===== config.mk =====
export PLATFORM = sky130hd
export DESIGN_NAME = fmdll_lock_ctrl
export DESIGN_NICKNAME = d
export VERILOG_FILES = /design/src/rtl/fmdll_lock_ctrl.sv
export SDC_FILE = /design/constraint.sdc
export NUM_CORES = 1
export LEC_CHECK = 0
export ABC_AREA = 1
export CORE_MARGIN = 4
export CORE_UTILIZATION = 40
export DETAILED_ROUTE_END_ITERATION = 10
export SLEW_MARGIN = 25
export SYNTH_ARGS = -nofsm -noshare
export SYNTH_HDL_FRONTEND = slang
export SYNTH_SLANG_ARGS = --single-unit

===== constraint.sdc =====
create_clock -name clk_ext -period 2.91 [get_ports clk_ext]
set_input_delay 0.4365 -clock clk_ext [delete_from_list [all_inputs] [get_ports clk_ext]]
set_output_delay 0.4365 -clock clk_ext [all_outputs]
set_load 0.03 [all_outputs]

===== src/rtl/fmdll_lock_ctrl.sv =====
// Lock-acquisition sequencer for the FMC multiplier: loads an M/N ratio, lets the loop settle,
// then compares DIV_N against DIV_M edge counts over fixed windows to report lock or failure.
module fmdll_lock_ctrl #(
  parameter int unsigned LOAD_CYC   = 4,
  parameter int unsigned SETTLE_CYC = 256,
  parameter int unsigned WIN_LEN    = 16,
  parameter int unsigned TOL        = 1,
  parameter int unsigned LOCK_WIN   = 3,
  parameter int unsigned MAX_FAIL   = 8,
  parameter int unsigned WDOG_CYC   = 1024
) (
  input  logic       clk_ext,
  input  logic       rst,
  input  logic       cfg_valid,
  output logic       cfg_ready,
  input  logic [1:0] cfg_m,
  input  logic [3:0] cfg_n,
  input  logic       div_m,
  input  logic       div_n,
  output logic       fmc_rst_n,
  output logic [1:0] m,
  output logic [3:0] n,
  output logic [1:0] m_counter,
  output logic [3:0] n_counter,
  output logic       locked,
  output logic [1:0] lock_err
);

  localparam int unsigned SeqMax = (SETTLE_CYC > LOAD_CYC) ? SETTLE_CYC : LOAD_CYC;
  localparam int SeqW  = $clog2(SeqMax + 1);
  localparam int WdogW = $clog2(WDOG_CYC + 1);
  localparam int PassW = $clog2(LOCK_WIN + 1);
  localparam int FailW = $clog2(MAX_FAIL + 1);

  localparam logic [1:0] ErrNone = 2'b00;
  localparam logic [1:0] ErrCfg  = 2'b01;
  localparam logic [1:0] ErrLock = 2'b10;
  localparam logic [1:0] ErrWdog = 2'b11;

  typedef enum logic [2:0] {
    StIdle,
    StLoad,
    StSettle,
    StMeasure,
    StLocked,
    StError
  } state_e;

  state_e             state_q;
  logic [SeqW-1:0]    seq_q;
  logic [WdogW-1:0]   wdog_q;
  logic [7:0]         win_m_q;
  logic [7:0]         n_cnt_q;
  logic [PassW-1:0]   pass_q;
  logic [FailW-1:0]   fail_q;

  logic dm_q, dn_s1_q, dn_s2_q, dn_s3_q, n_edge_q;
  logic m_edge;

  logic              accept;
  logic [7:0]        n_next;
  logic              win_end;
  logic signed [8:0] diff;
  logic [8:0]        diff_abs;
  logic              win_pass;
  logic              wdog_expire;

  // div_n crosses from clk_out: 2-FF synchronizer followed by a registered edge pulse.
  always_ff @(posedge clk_ext or posedge rst) begin
    if (rst) begin
      dm_q     <= 1'b0;
      dn_s1_q  <= 1'b0;
      dn_s2_q  <= 1'b0;
      dn_s3_q  <= 1'b0;
      n_edge_q <= 1'b0;
    end else begin
      dm_q     <= div_m;
      dn_s1_q  <= div_n;
      dn_s2_q  <= dn_s1_q;
      dn_s3_q  <= dn_s2_q;
      n_edge_q <= dn_s2_q & ~dn_s3_q;
    end
  end

  assign m_edge    = div_m & ~dm_q;
  assign cfg_ready = (state_q == StIdle) || (state_q == StLocked) || (state_q == StError);
  assign accept    = cfg_valid & cfg_ready;
  assign m_counter = 2'd0;
  assign n_counter = 4'd0;

  always_comb begin
    n_next = n_cnt_q;
    if (n_edge_q && (n_cnt_q != 8'hff)) begin
      n_next = n_cnt_q + 8'd1;
    end
    // The closing cycle's div_n edge belongs to the window being judged.
    win_end     = m_edge && (win_m_q == 8'(WIN_LEN - 1));
    diff        = $signed({1'b0, n_next}) - $signed(9'(WIN_LEN));
    diff_abs    = diff[8] ? 9'(-diff) : 9'(diff);
    win_pass    = (diff_abs <= 9'(TOL));
    wdog_expire = !m_edge && (wdog_q == WdogW'(WDOG_CYC - 1));
  end

  always_ff @(posedge clk_ext or posedge rst) begin
    if (rst) begin
      state_q   <= StIdle;
      fmc_rst_n <= 1'b0;
      m         <= 2'd0;
      n         <= 4'd0;
      locked    <= 1'b0;
      lock_err  <= ErrNone;
      seq_q     <= '0;
      wdog_q    <= '0;
      win_m_q   <= '0;
      n_cnt_q   <= '0;
      pass_q    <= '0;
      fail_q    <= '0;
    end else if (accept) begin
      locked    <= 1'b0;
      fmc_rst_n <= 1'b0;
      seq_q     <= '0;
      wdog_q    <= '0;
      win_m_q   <= '0;
      n_cnt_q   <= '0;
      pass_q    <= '0;
      fail_q    <= '0;
      if ((cfg_m == 2'd0) || (cfg_n == 4'd0)) begin
        state_q  <= StError;
        lock_err <= ErrCfg;
      end else begin
        m        <= cfg_m;
        n        <= cfg_n;
        lock_err <= ErrNone;
        state_q  <= StLoad;
      end
    end else begin
      unique case (state_q)
        StIdle, StError: ;
        StLoad: begin
          if (seq_q == SeqW'(LOAD_CYC - 1)) begin
            seq_q     <= '0;
            fmc_rst_n <= 1'b1;
            state_q   <= StSettle;
          end else begin
            seq_q <= seq_q + SeqW'(1);
          end
        end
        StSettle: begin
          if (seq_q == SeqW'(SETTLE_CYC - 1)) begin
            seq_q   <= '0;
            wdog_q  <= '0;
            win_m_q <= '0;
            n_cnt_q <= '0;
            state_q <= StMeasure;
          end else begin
            seq_q <= seq_q + SeqW'(1);
          end
        end
        StMeasure, StLocked: begin
          if (wdog_expire) begin
            state_q   <= StError;
            lock_err  <= ErrWdog;
            locked    <= 1'b0;
            fmc_rst_n <= 1'b0;
            wdog_q    <= '0;
            win_m_q   <= '0;
            n_cnt_q   <= '0;
          end else begin
            wdog_q <= m_edge ? '0 : wdog_q + WdogW'(1);
            if (win_end) begin
              win_m_q <= '0;
              n_cnt_q <= '0;
              if (state_q == StMeasure) begin
                if (win_pass) begin
                  if (pass_q == PassW'(LOCK_WIN - 1)) begin
                    pass_q  <= '0;
                    locked  <= 1'b1;
                    state_q <= StLocked;
                  end else begin
                    pass_q <= pass_q + PassW'(1);
                  end
                end else begin
                  pass_q <= '0;
                  if (fail_q == FailW'(MAX_FAIL - 1)) begin
                    fail_q    <= fail_q + FailW'(1);
                    state_q   <= StError;
                    lock_err  <= ErrLock;
                    fmc_rst_n <= 1'b0;
                  end else begin
                    fail_q <= fail_q + FailW'(1);
                  end
                end
              end else if (!win_pass) begin
                // A single bad window while locked restarts acquisition, counting as one fail.
                locked  <= 1'b0;
                pass_q  <= '0;
                fail_q  <= FailW'(1);
                state_q <= StMeasure;
              end
            end else begin
              win_m_q <= win_m_q + {7'd0, m_edge};
              n_cnt_q <= n_next;
            end
          end
        end
        default: state_q <= StIdle;
      endcase
    end
  end

endmodule

==> results.ini, run 1 <==
[run_status]
status=finished, final reports clean

[routing]
via_count=3355
drc=0
drtPass1Iterations=4
routed_wl_microns=8490
drtIter0Drc=182
via_per_inst=4.93
routedWlPerCell_microns=12.5
ant_nets=0

[place]
gp_congestion=0.868
dp_cells=659
pre_cts_slack_ps=76.2
hpwl_microns=6550
port_buffers=21

[floorplan]
die_h_microns=107
start_util=0.416
top_level_ports=28
die_area_sq_um=11300
core-area_sq_um=9330
rows=35
fp.dieW_microns=107

[layout]
regArea_sq_um=1500
fin_cells=681
synthToLayoutAreaGrowth_pct=18.7
drive_gt1_frac=0.178
nFillCells=902
fin_nets=569
multi_input_area_sq_um=2070
diodes=0

[synth]
yosysWarnings=0
synth-compound-area-share=0.127
synth_fa_ha_area_frac=0.0355
synthMuxAreaShare=0.0142
ys_ff_latch=60
synth_top_family_by_area=simple AND/OR/NAND/NOR gates
syn_area_sq_um=3880
synth_xor_area_frac=0.00451
synthSimpleGateAreaFrac=0.341
synth_cell_types=52
synth.yosys.seq_area_share=0.387
avgSynthCellArea_sq_um=7.79
synth_cells=498

[global_route]
grt_max_degree=32
grt-ovfl-total=0
grt_pass1_wl_microns=14600
grt_pass1_vias=3189
gr-usage-all-layers=0.160
antenna_found_initial=0

[worst_hold_path]
min_from=dn_s1_q
hp-class=flip-flop to flip-flop

[cts]
h-tree-depth=3
numCtsBuffers=9
clock_sinks=60
cts_root_buffer=clkbuf_8
clkLatencyLatePin_ps=340
cts_tree=built
clk_transition_reported_paths_ps=80
cts_buffer_depth=2

[timing]
hold_violations=0
worst_slew_pin_slew_ps=892
min_period_over_period=0.932
setup-violations-final=0
fin_ws_ps=197
max_freq_mhz=369
maxSlewHeadroom=0.405
finalClockSkew_ps=11.5
holdWs_ps=366
period_needed_ps=2710
slew_viol_final=0

[power_and_ir_drop]
irDropWorstVdd_mv=0.453
power.leakage_uw=0.00226
p_per_area_nw_per_um2=844

[setup_path]
cp.arrival_ps=2940
crit_chain=ha_2, nand2_4, nor2_8, nand2_8, nand3_4, o21ai_4, ha_2, nand3_2, nor2_4, nand3_1, nand2_1, nand2_2, nor2_4, nand2_4, inv_2, nand2_1, nand2_1, nand2_1, nand2_1, nand2_1
cp-end-kind=flip-flop
r2r_start=n_cnt_q[0]
worst-path-buf-inv=1
crit_fanout=9
critPathLaunch=n_cnt_q[0]
cp_common_cell=nand2_1
crit_type=flip-flop to flip-flop
cp.required_ps=3130
crit_family=simple AND/OR/NAND/NOR gates
max_stage_delay_ps=400
start_kind=flip-flop
crit_slowest_cell=dfrtp_1

[job]
cap_violations=0

==> layer usage <==
layer	part of all wire	global-route usage	up-vias	wire length, microns
li1	-	-	1714	-
met1	0.48	0.212	1570	4060
met2	0.46	0.259	65	3920
met3	0.049	0.0389	6	415
met4	0.011	0.0466	0	94
met5	0	0	-	0
==> state kept, by name, summed over array words and instances, names as in the netlist <==
| register | count |
|---|---|
| wdog_q | 11 |
| seq_q | 9 |
| n_cnt_q | 8 |
| win_m_q | 8 |
| fail_q | 4 |
| n | 4 |
| state_q | 3 |
| lock_err | 2 |
| m | 2 |
| pass_q | 2 |
| dm_q | 1 |
| dn_s1_q | 1 |
| dn_s2_q | 1 |
| dn_s3_q | 1 |
| fmc_rst_n | 1 |
| locked | 1 |
| n_edge_q | 1 |
==> power by group <==
part	switching, uW	leakage, uW	internal (uW)	total [uW]
sequential	135	0.000802	997	1130
combinational	1240	0.00135	734	1970
clock	342	0.000106	443	785
total	1710	0.00226	2170	3890
==> Yosys cell counts, drive strengths merged <==
master,n,area (sq um)
a22o,2,17.5
o211ai,1,7.51
nand3b,3,26.3
o221ai,1,8.76
nor3,10,50.1
dfrtp,60,1500
nand3,40,245
o22ai,8,50.1
nor2,63,324
xor2,2,17.5
nor3b,1,7.51
a31oi,3,18.8
a21oi,23,149
or2,3,18.8
inv,70,265
clkbuf,3,12.5
a21boi,2,15.0
clkinv,2,8.75
a32o,1,10.0
nand2,128,571
nand4,11,68.8
nor4,2,12.5
conb,1,3.75
o21a,2,15.0
mux2i,1,10.0
o21ai,25,148
mux2,4,45.0
o31ai,1,7.51
ha,11,138
o2111ai,2,17.5
buf,8,61.3
a211oi,4,30.0
==> cells in the final DEF (no fill, tap or decap), drive strengths merged, types with 3 or more instances in the layout <==
cell type      netlist  final
ha                  11     11
nand4               11     11
a21oi               23     23
conb                 1      6
clkinv               2      5
clkbuf               3     11
inv                 70     70
o22ai                8      8
nand2              128    128
a31oi                3      3
or2                  3      3
buf                  8     22
o21ai               25     26
nand3               40     40
mux2                 4      4
dfrtp               60     60
clkdlybuf4s50        0     21
nor2                63     63
a211oi               4      4
nor3                10     10
nand3b               3      3
==> final cells by class <==
class | instances | area share
inverter | 72 | 0.0595
sequential | 60 | 0.326
clock buffer | 11 | 0.0329
tap | 129 | 0.0350
multi-input combinational | 361 | 0.449
clock inverter | 5 | 0.0130
timing repair buffer | 43 | 0.0842
==> per-stage QoR <==
stage	power, uW	util	setup TNS (ps)	area (sq um)
6_report	3890	0.494	0	4610
5_1_grt	4200	0.494	-3.51	4610
4_1_cts	3880	0.488	0	4550
3_5_place_dp	3080	0.465	0	4340
3_3_place_gp	3050	0.465	0	4340
2_1_floorplan	2470	-	0	3900
==> worst paths after layout <==
| path | slack, ps | cells after the start | endpoint |
|---|---|---|---|
| worst max register to register | 200 | 20 | state_q[0] |
| max in group asynchronous | 1820 | 3 | wdog_q[10] |
| worst min register to register | 370 | 0 | dn_s2_q |
| worst min-delay path | 370 | 0 | dn_s2_q |
| min in group asynchronous | 500 | 2 | win_m_q[3] |
| worst max-delay path | 200 | 20 | state_q[0] |
==> logic make-up (layout without fill, tap and decap cells) <==
kind of cell    after synthesis  count (layout)
other cells                   1               6
buf+inv                      83             131
simple gates                261             261
xor+xnor                      2               2
flops                        60              60
mux                           5               5
fa+ha+maj                    11              11
compound gates               75              76
==> timing repair <==
item | 4_1_cts | 5_1_grt
setup endpoints to repair | 0 | 14
hold buffers | 0 | 0
setup buffers | 0 | 5
resized for setup | 0 | 4
Note: power is estimated with default switching activity, not from simulation.
==> run 2, diff against run 1 <==
--- a/config.mk
+++ b/config.mk
@@ -6,9 +6,13 @@
 export NUM_CORES = 1
 export LEC_CHECK = 0
 export ABC_AREA = 1
+export CELL_PAD_IN_SITES_DETAIL_PLACEMENT = 1
+export CELL_PAD_IN_SITES_GLOBAL_PLACEMENT = 2
 export CORE_MARGIN = 4
-export CORE_UTILIZATION = 40
+export CORE_UTILIZATION = 30
 export DETAILED_ROUTE_END_ITERATION = 10
+export HOLD_SLACK_MARGIN = 0.03
+export PLACE_DENSITY_LB_ADDON = 0.1
 export SLEW_MARGIN = 25
 export SYNTH_ARGS = -nofsm -noshare
 export SYNTH_HDL_FRONTEND = slang
==> results.ini, run 2 (synthesis gave the netlist of run 1 again) <==
[place]
hpwl_microns=8190
port_buffers=21
pre_cts_slack_ps=129
gp_congestion=0.796

[timing]
finalClockSkew_ps=6.21
min_period_over_period=0.926
tns_ps=0
slew_viol_final=0
holdWs_ps=351
worst_slew_pin_slew_ps=898
fin_ws_ps=215
rsz0062_at_grt=true
hold_violations=0
setup-violations-final=0
max_freq_mhz=371
period_needed_ps=2700
maxSlewHeadroom=0.402

[setup_path]
critPathLaunch=n_cnt_q[0]
r2r_start=n_cnt_q[0]
crit_slowest_cell=dfrtp_1
endpoint=state_q[2]
reg2reg_to=state_q[2]
rr_worst_depth=20
cp_common_cell=nand2_1
crit_type=flip-flop to flip-flop
crit_chain=ha_4, nand2_4, nor2_8, nand2_8, nand2_8, nand2_1, nand2_2, ha_2, nand3b_2, nor2_2, nand2_1, nand2_1, nand2_2, nor2_4, nand2_4, nand3_2, nand2_2, nor2_4, nand2_1, nand2_1
cp-end-kind=flip-flop
crit_family=simple AND/OR/NAND/NOR gates
rrSetupSlack_ps=210
cp.arrival_ps=2960
crit_fanout=9
cp.required_ps=3180
worst-path-buf-inv=0
start_kind=flip-flop
worst-path-stages=20
max_stage_delay_ps=410

[floorplan]
fp.dieW_microns=122
core-area_sq_um=12600
die_h_microns=122
top_level_ports=28
start_util=0.308
rows=41
die_area_sq_um=14800

[cts]
cts_tree=built
clock_sinks=60
h-tree-depth=3
cts_root_buffer=clkbuf_16
clk_transition_reported_paths_ps=50
clkLatencyLatePin_ps=330
cts_buffer_depth=2
hold_buffers=0
numCtsBuffers=9

[routing]
routedWlPerCell_microns=14.9
via_per_inst=4.72
drc=0
ant_nets=0
drtPass1Iterations=4
drtIter0Drc=150
via_count=3422
routed_wl_microns=10800

[global_route]
grt_max_degree=35
gr-usage-all-layers=0.157
grt-ovfl-total=0
grt_pass1_wl_microns=18500
grt_pass1_vias=3669
antenna_found_initial=0

[job]
cap_violations=0

[layout]
postLayoutCoreUtil=0.383
largest_reg_flops=11
synthToLayoutAreaGrowth_pct=24.5
reg.largest.list=wdog_q x11, seq_q x9
multi_input_area_sq_um=2130
regArea_sq_um=1500
fin_nets=571
most-common-layout-cells=nand2_1, inv_1, dfrtp_1
diodes=0
drive_gt1_frac=0.195
nFillCells=1525
layout_commonest_cell=nand2_1
regMostFlops=wdog_q

[power_and_ir_drop]
switching_power_uw=1860
p_seq_frac=0.264
intPower_uw=2500
power_uw=4360
irDropWorstVdd_mv=0.420
p_per_area_nw_per_um2=903
power_switching_share=0.427
comb_power_share=0.486
power.leakage_uw=0.00233
p_clk_frac=0.250

[run_status]
status=finished, final reports clean

[worst_hold_path]
hp-class=flip-flop to flip-flop

-- run 2: power by group through the flow --
stage / sequential (uW) / combinational [uW] / clock [uW]
3_3_place_gp: 1150 / 2000 / 0
6_report: 1150 / 2120 / 1090
4_1_cts: 1150 / 2040 / 1130
2_1_floorplan: 1240 / 1230 / 0
5_1_grt: 1180 / 2370 / 1160
3_5_place_dp: 1150 / 2020 / 0
-- run 2: per-stage QoR --
stage	std cells	cell area (sq um)
after CTS	719	4710
after global routing	725	4830
after detailed placement	704	4410
final	725	4830
after floorplan	503	3900
after global placement	704	4410
-- run 2: what timing repair did --
| action | in CTS | in global routing |
|---|---|---|
| endpoints found under the setup margin | 0 | 17 |
| buffers inserted | 0 | 5 |
| gates resized for setup | 0 | 20 |
-- run 2: final cells by class --
type	instances	area share
clock buffers	11	0.0523
clock inverters	4	0.0101
inverters	72	0.0572
multi-input cells	361	0.441
flip-flops and latches	60	0.311
well taps	172	0.0445
repair buffers	45	0.0834
-- run 2: how the worst min path moves through the flow --
stage / from / to / slack (ps) / depth (start not counted)
floorplan: dn_s1_q / dn_s2_q / 330 / 0
global placement: dn_s1_q / dn_s2_q / 330 / 0
detailed placement: dn_s1_q / dn_s2_q / 340 / 0
CTS: dn_s1_q / dn_s2_q / 360 / 0
global route: dn_s1_q / dn_s2_q / 360 / 0
finish: dn_s1_q / dn_s2_q / 350 / 0
-- run 2: routing by layer --
metal / share of wire / vias to the layer above / track usage / routed length, microns
li1: - / 1721 / - / -
met1: 0.47 / 1650 / 0.201 / 5090
met2: 0.49 / 39 / 0.271 / 5320
met3: 0.023 / 12 / 0.0260 / 246
met4: 0.015 / 0 / 0.0483 / 166
met5: 0 / - / 0 / 0
==> RTL change 1 (settings of run 1) <==
The 6 states of `state_e` get a one-hot encoding in 6 bits.
--- a/src/rtl/fmdll_lock_ctrl.sv
+++ b/src/rtl/fmdll_lock_ctrl.sv
@@ -38,11 +38,11 @@
   localparam logic [1:0] ErrWdog = 2'b11;
 
-  typedef enum logic [2:0] {
-    StIdle,
-    StLoad,
-    StSettle,
-    StMeasure,
-    StLocked,
-    StError
+  typedef enum logic [5:0] {
+    StIdle    = 6'b000001,
+    StLoad    = 6'b000010,
+    StSettle  = 6'b000100,
+    StMeasure = 6'b001000,
+    StLocked  = 6'b010000,
+    StError   = 6'b100000
   } state_e;
 
Behaviour: same outputs for any inputs over 4 cycles, from zero or initial values and one cycle with rst high; so few cycles prove little.
==> RTL change 1 against run 1 <==
Die area is 1.2% lower; fmax barely moved; worst setup slack got worse by 1.4 ps; cell count increased by 1.0%; sequential cell count grew 3; clock skew down 1.7 ps; global-route usage grew 0.16 points; critical path type unchanged; critical endpoint is now pass_q[1]; utilization down 0.13 points; highest routed layer unchanged; synthesized area down 1.3%; total power fell by 16%; largest cell class unchanged; routed wire length rose by 0.99%; final area fell by 0.73%.
==> RTL change 1: results (changes against run 1) <==
| Metric | Value |
|---|---|
| Status | finished clean |
| Share of cells above drive strength 1 | 15.6% (-2.2 points) |
| Yosys warning total | 0 (unchanged) |
| Fill cells | 930 (+3.1%) |
| Worst IR Drop VDD | 0.529 mV (+17%) |
| Area contributors post-synth | dfrtp_1 40%, nand2_1 12%, inv_1 6.9%, nand3_1 5.1%, nor2_1 3.9% |
| CTS Buffer Depth | 2 (unchanged) |
| Biggest registers after layout | wdog_q: 11 flops, seq_q: 9 flops |
| DP HPWL | 6320 um (-3.6%) |
| Standby leakage power | 2.26 nW (-0.19%) |
| Largest fanout on the critical path | 10 (+1) |
| Dominant synthesized flop cell | dfrtp_1 |
| Gpl congestion | 0.861 (-0.83%) |
| Critical Path AT | 2990 ps (+50 ps) |
| Setup Skew | 9.80 ps (-1.67 ps) |
| First-pass GRT wire length | 14800 um (+1.5%) |
| Post-synthesis cell type count | 42 (-19%) |
| Mean routed wirelength per cell | 12.5 um (about the same) |
| DR iter-0 viols | 169 (-7.1%) |
| Worst-path clk slew | 80 ps (about the same) |
| Largest net degree at the start of global routing | 40 (+25%) |
| GRT Total Usage | 16.1% (+0.16 points) |
| Max-slew headroom | 62.5% (+22 points) |
| Net count, final | 576 (+1.2%) |
| Max stage delay on crit path | 420 ps (+20 ps) |
| Register area share after synthesis | 41.2% (+2.5 points) |
| Number of global-route vias before repair | 3286 (+3.0%) |
| Pre-CTS setup slack | 74.2 ps (-1.97 ps) |
| Most common library cells after synthesis | 125 x nand2_1, 70 x inv_1, 62 x dfrtp_1, 40 x nor2_1, 39 x nand3_1 |
| Routed via count | 3382 (+0.80%) |
[RTL change 1: cell types whose count changed in the layout (fill, tap and decap cells not counted), sizes merged, moves of 4 or more]
cell   before  now
inv        70   79
a21oi      23   27
nand2     128  138
nor3       10   18
buf        22   18
nor2       63   47
nor4        2    7
[RTL change 1: per-stage QoR]
stage,cells,TNS (ps),area (um^2)
detailed placement,662,0,4230
global placement,662,0,4230
finish,688,0,4570
global route,688,-6.30,4570
CTS,678,0,4430
floorplan,514,0,3850
[RTL change 1: kinds of logic (layout without fill, tap and decap cells)]
logic type      after synthesis  in the layout  share of synthesized area, %
buf+inv                      87            131                          9.41
xor+xnor                      4              4                         0.915
fa+ha+maj                    11             11                          3.59
mux                           4              4                          1.18
flops                        63             63                          41.2
compound gates               72             72                          10.4
simple gates                267            268                          33.2
other cells                   1              6                        0.0979
[RTL change 1: where the power goes]
group / switching, mW / internal [mW]
Clock: 0.389 / 0.405
Sequential: 0.103 / 1.03
Combinational: 0.871 / 0.483
Total: 1.36 / 1.91
[RTL change 1: path summary, 6_finish.rpt]
kind / cells after the start / to / slack (ps) / start
min: 0 / dn_s2_q / 350 / dn_s1_q
max in group asynchronous: 3 / state_q[0] / 1780 / rst
max reg2reg: 20 / pass_q[1] / 200 / n_cnt_q[1]
min reg2reg: 0 / dn_s2_q / 350 / dn_s1_q
max: 20 / pass_q[1] / 200 / n_cnt_q[1]
min in group asynchronous: 2 / wdog_q[3] / 460 / rst
[RTL change 1: area by class of cell]
type | count | area, um^2 | share of cell area [%]
clock buffer | 9 | 124 | 2.71
inverter | 76 | 285 | 6.24
multi-input combinational | 365 | 1980 | 43.3
tap | 129 | 161 | 3.53
sequential | 63 | 1580 | 34.5
clock inverter | 7 | 77.6 | 1.70
timing repair buffer | 39 | 365 | 7.99
[RTL change 1: timing repair]
action                     CTS  global route
setup buffers                0             9
resized for setup            0            18
setup endpoints to repair    0            16
[RTL change 1: layer usage]
metal	routed length (um)	track usage (%)	part of all wire (%)
met5	0	0	0
met4	86	5.00	1.0
met3	315	4.47	3.7
met2	3880	24.7	45
met1	4290	22.1	50
[RTL change 1: worst max-delay path: cells and delay by family, from the launching register on]
kind                     cells  cell delay (ps)
AO/OA/AOI/OAI                1              140
adder cells (fa/ha/maj)      2              340
buffers and inverters        3              380
flip-flops                   1              420
AND/OR/NAND/NOR             14             1360
==> RTL change 2 (settings of run 1) <==
Without the edit above. The parameter `LOAD_CYC` goes from 4 to 8.
--- a/src/rtl/fmdll_lock_ctrl.sv
+++ b/src/rtl/fmdll_lock_ctrl.sv
@@ -2,5 +2,5 @@
 // then compares DIV_N against DIV_M edge counts over fixed windows to report lock or failure.
 module fmdll_lock_ctrl #(
-  parameter int unsigned LOAD_CYC   = 4,
+  parameter int unsigned LOAD_CYC   = 8,
   parameter int unsigned SETTLE_CYC = 256,
   parameter int unsigned WIN_LEN    = 16,
Function: changed (Yosys sat finds a counterexample within 10 cycles, from zero or initial values and one cycle with rst high).
==> RTL change 2 against run 1 <==
Total power about the same; largest cell class unchanged; routed wire length increased by 0.42%; combinational power decreased by 3%; global-route usage increased by 0.44 points; worst setup slack got worse by 1.6 ps; critical path depth decreased by 1; sequential cell count unchanged; synthesized area decreased by 3.1%; final area decreased by 3.5%.
==> RTL change 2: results (changes against run 1) <==
| Metric | Value |
|---|---|
| Status | finished clean |
| Post-placement cell area | 0.00415 mm^2 (-4.2%) |
| Clk pwr | 832 uW (+6.0%) |
| Gpl congestion | 0.872 (+0.50%) |
| DR iter-0 viols | 147 (-19%) |
| Initial antenna violation count | 0 (unchanged) |
| Synth Area in Compound Gates | 12.5% (-0.25 points) |
| Ys async rst share | 100% (unchanged) |
| Share of cells above drive strength 1 | 16.7% (-1.1 points) |
| PortBufs | 21 (unchanged) |
| Met2 Resource Use GR | 26.2% (+0.29 points) |
| Area contributors post-synth | dfrtp_1 40%, nand2_1 12%, inv_1 5.6%, nand3_1 4.8%, nor2_1 4.8% |
| Placed insts | 633 (-3.9%) |
| DP HPWL | 6270 um (-4.3%) |
| Top layer in use | met4 |
| Worst-path clk slew | 70 ps |
| Net count, final | 562 (-1.2%) |
| Worst slew pin tran | 832 ps (-60.7 ps) |
| Post-synthesis adder-cell area fraction | 3.66% (+0.11 points) |
| Met3 Use GR | 4.26% (+0.38 points) |
| Reg2reg end | state_q[1] |
| Routed wl met3 | 391 um (-5.8%) |
| Number of global-route vias before repair | 3194 (+0.16%) |
| Standby leakage power | 2.13 nW (-5.6%) |
| Register area share after synthesis | 39.9% (+1.2 points) |
| First-pass GRT wire length | 14800 um (+1.5%) |
| Setup Skew | 6.60 ps (-4.87 ps) |
| Critical Path AT | 2940 ps (about the same) |
| Worst hold start | dn_s1_q |
| Seq group | 1.14 mW |
| Post-Syn Instances | 496 (-0.40%) |
| GRT Total Usage | 16.4% (+0.44 points) |
| Biggest registers after layout | wdog_q: 11 flops, seq_q: 9 flops |
| Routed via count | 3284 (-2.1%) |
| Pre-CTS setup slack | 53.6 ps (-22.5 ps) |
| GRT met1 Usage | 21.9% (+0.72 points) |
| Post-synthesis cell type count | 48 (-7.7%) |
| Worst hold path type | reg2reg |
| Met2 routed WL | 3940 um (+0.46%) |
| Fill cells | 879 (-2.5%) |
| Largest net degree at the start of global routing | 61 (+91%) |
| Reg-to-Reg Start | n_cnt_q[1] |
| Most common library cells after synthesis | 118 x nand2_1, 60 x dfrtp_1, 56 x inv_1, 48 x nor2_1, 36 x nand3_1 |
| Xor/xnor share of the synthesized area | 0.699% (+0.25 points) |
| Largest fanout on the critical path | 7 (-2) |
| Total CTS buffers | 9 (unchanged) |
| NetSw | 1.70 mW (-0.85%) |
| Mux share of post-synthesis cell area | 1.16% (-0.25 points) |
| Mean routed wirelength per cell | 13.0 um (+4.3%) |
| Reg2Reg Depth | 19 (-5.0%) |
| Sw frac | 43.8% (-0.34 points) |
| Worst IR Drop VDD | 0.488 mV (+7.7%) |
| Hold WS | 359 ps (-6.79 ps) |
| Avg Vias per Cell | 5.01 (+1.6%) |
| Period minus WS final | 2710 ps (+1.64 ps) |
| Met1 WL | 4080 um (+0.69%) |
RTL change 2: cell count changes after synthesis, sizes merged, moves of 2 or more:
cell | before | now
nand2 | 128 | 135
nor2 | 63 | 58
inv | 70 | 66
a211oi | 4 | 2
or2 | 3 | 1
RTL change 2: cell type report:
| type | instances | area (um^2) | area share [%] |
|---|---|---|---|
| sequential | 60 | 1500 | 33.8 |
| inverter | 69 | 264 | 5.94 |
| clock buffer | 9 | 124 | 2.79 |
| clock inverter | 7 | 91.3 | 2.06 |
| tap | 111 | 139 | 3.12 |
| timing repair buffer | 38 | 350 | 7.88 |
| multi-input combinational | 362 | 1970 | 44.4 |
RTL change 2: worst max-delay path by stage:
stage | startpoint | to | depth (start not counted)
5_1_grt | n_cnt_q[1] | state_q[1] | 19
3_3_place_gp | n_cnt_q[1] | state_q[0] | 21
2_1_floorplan | n_cnt_q[0] | state_q[0] | 20
3_5_place_dp | n_cnt_q[1] | state_q[1] | 19
6_report | n_cnt_q[1] | state_q[1] | 19
4_1_cts | n_cnt_q[1] | pass_q[1] | 20
RTL change 2: critical path: stages (launching register included):
cell      delay, ps
dfrtp_1         370
ha_2            200
nand2_2          90
nor2_4          200
nand2_4         120
nand2_4         110
nand2_1          60
nand2_2         110
ha_2            280
nand3b_1        150
nor2_1           90
nand2_1          60
nand2_1          70
inv_2            40
nor2_4          140
nand2_2         100
nand3_1          90
nand2_2         100
o21ai_1         150
nand2_1          60
RTL change 2: what timing repair did:
| action | 4_1_cts | 5_1_grt |
|---|---|---|
| setup buffers | 0 | 7 |
| endpoints found under the setup margin | 0 | 19 |
| gates resized for setup | 0 | 8 |
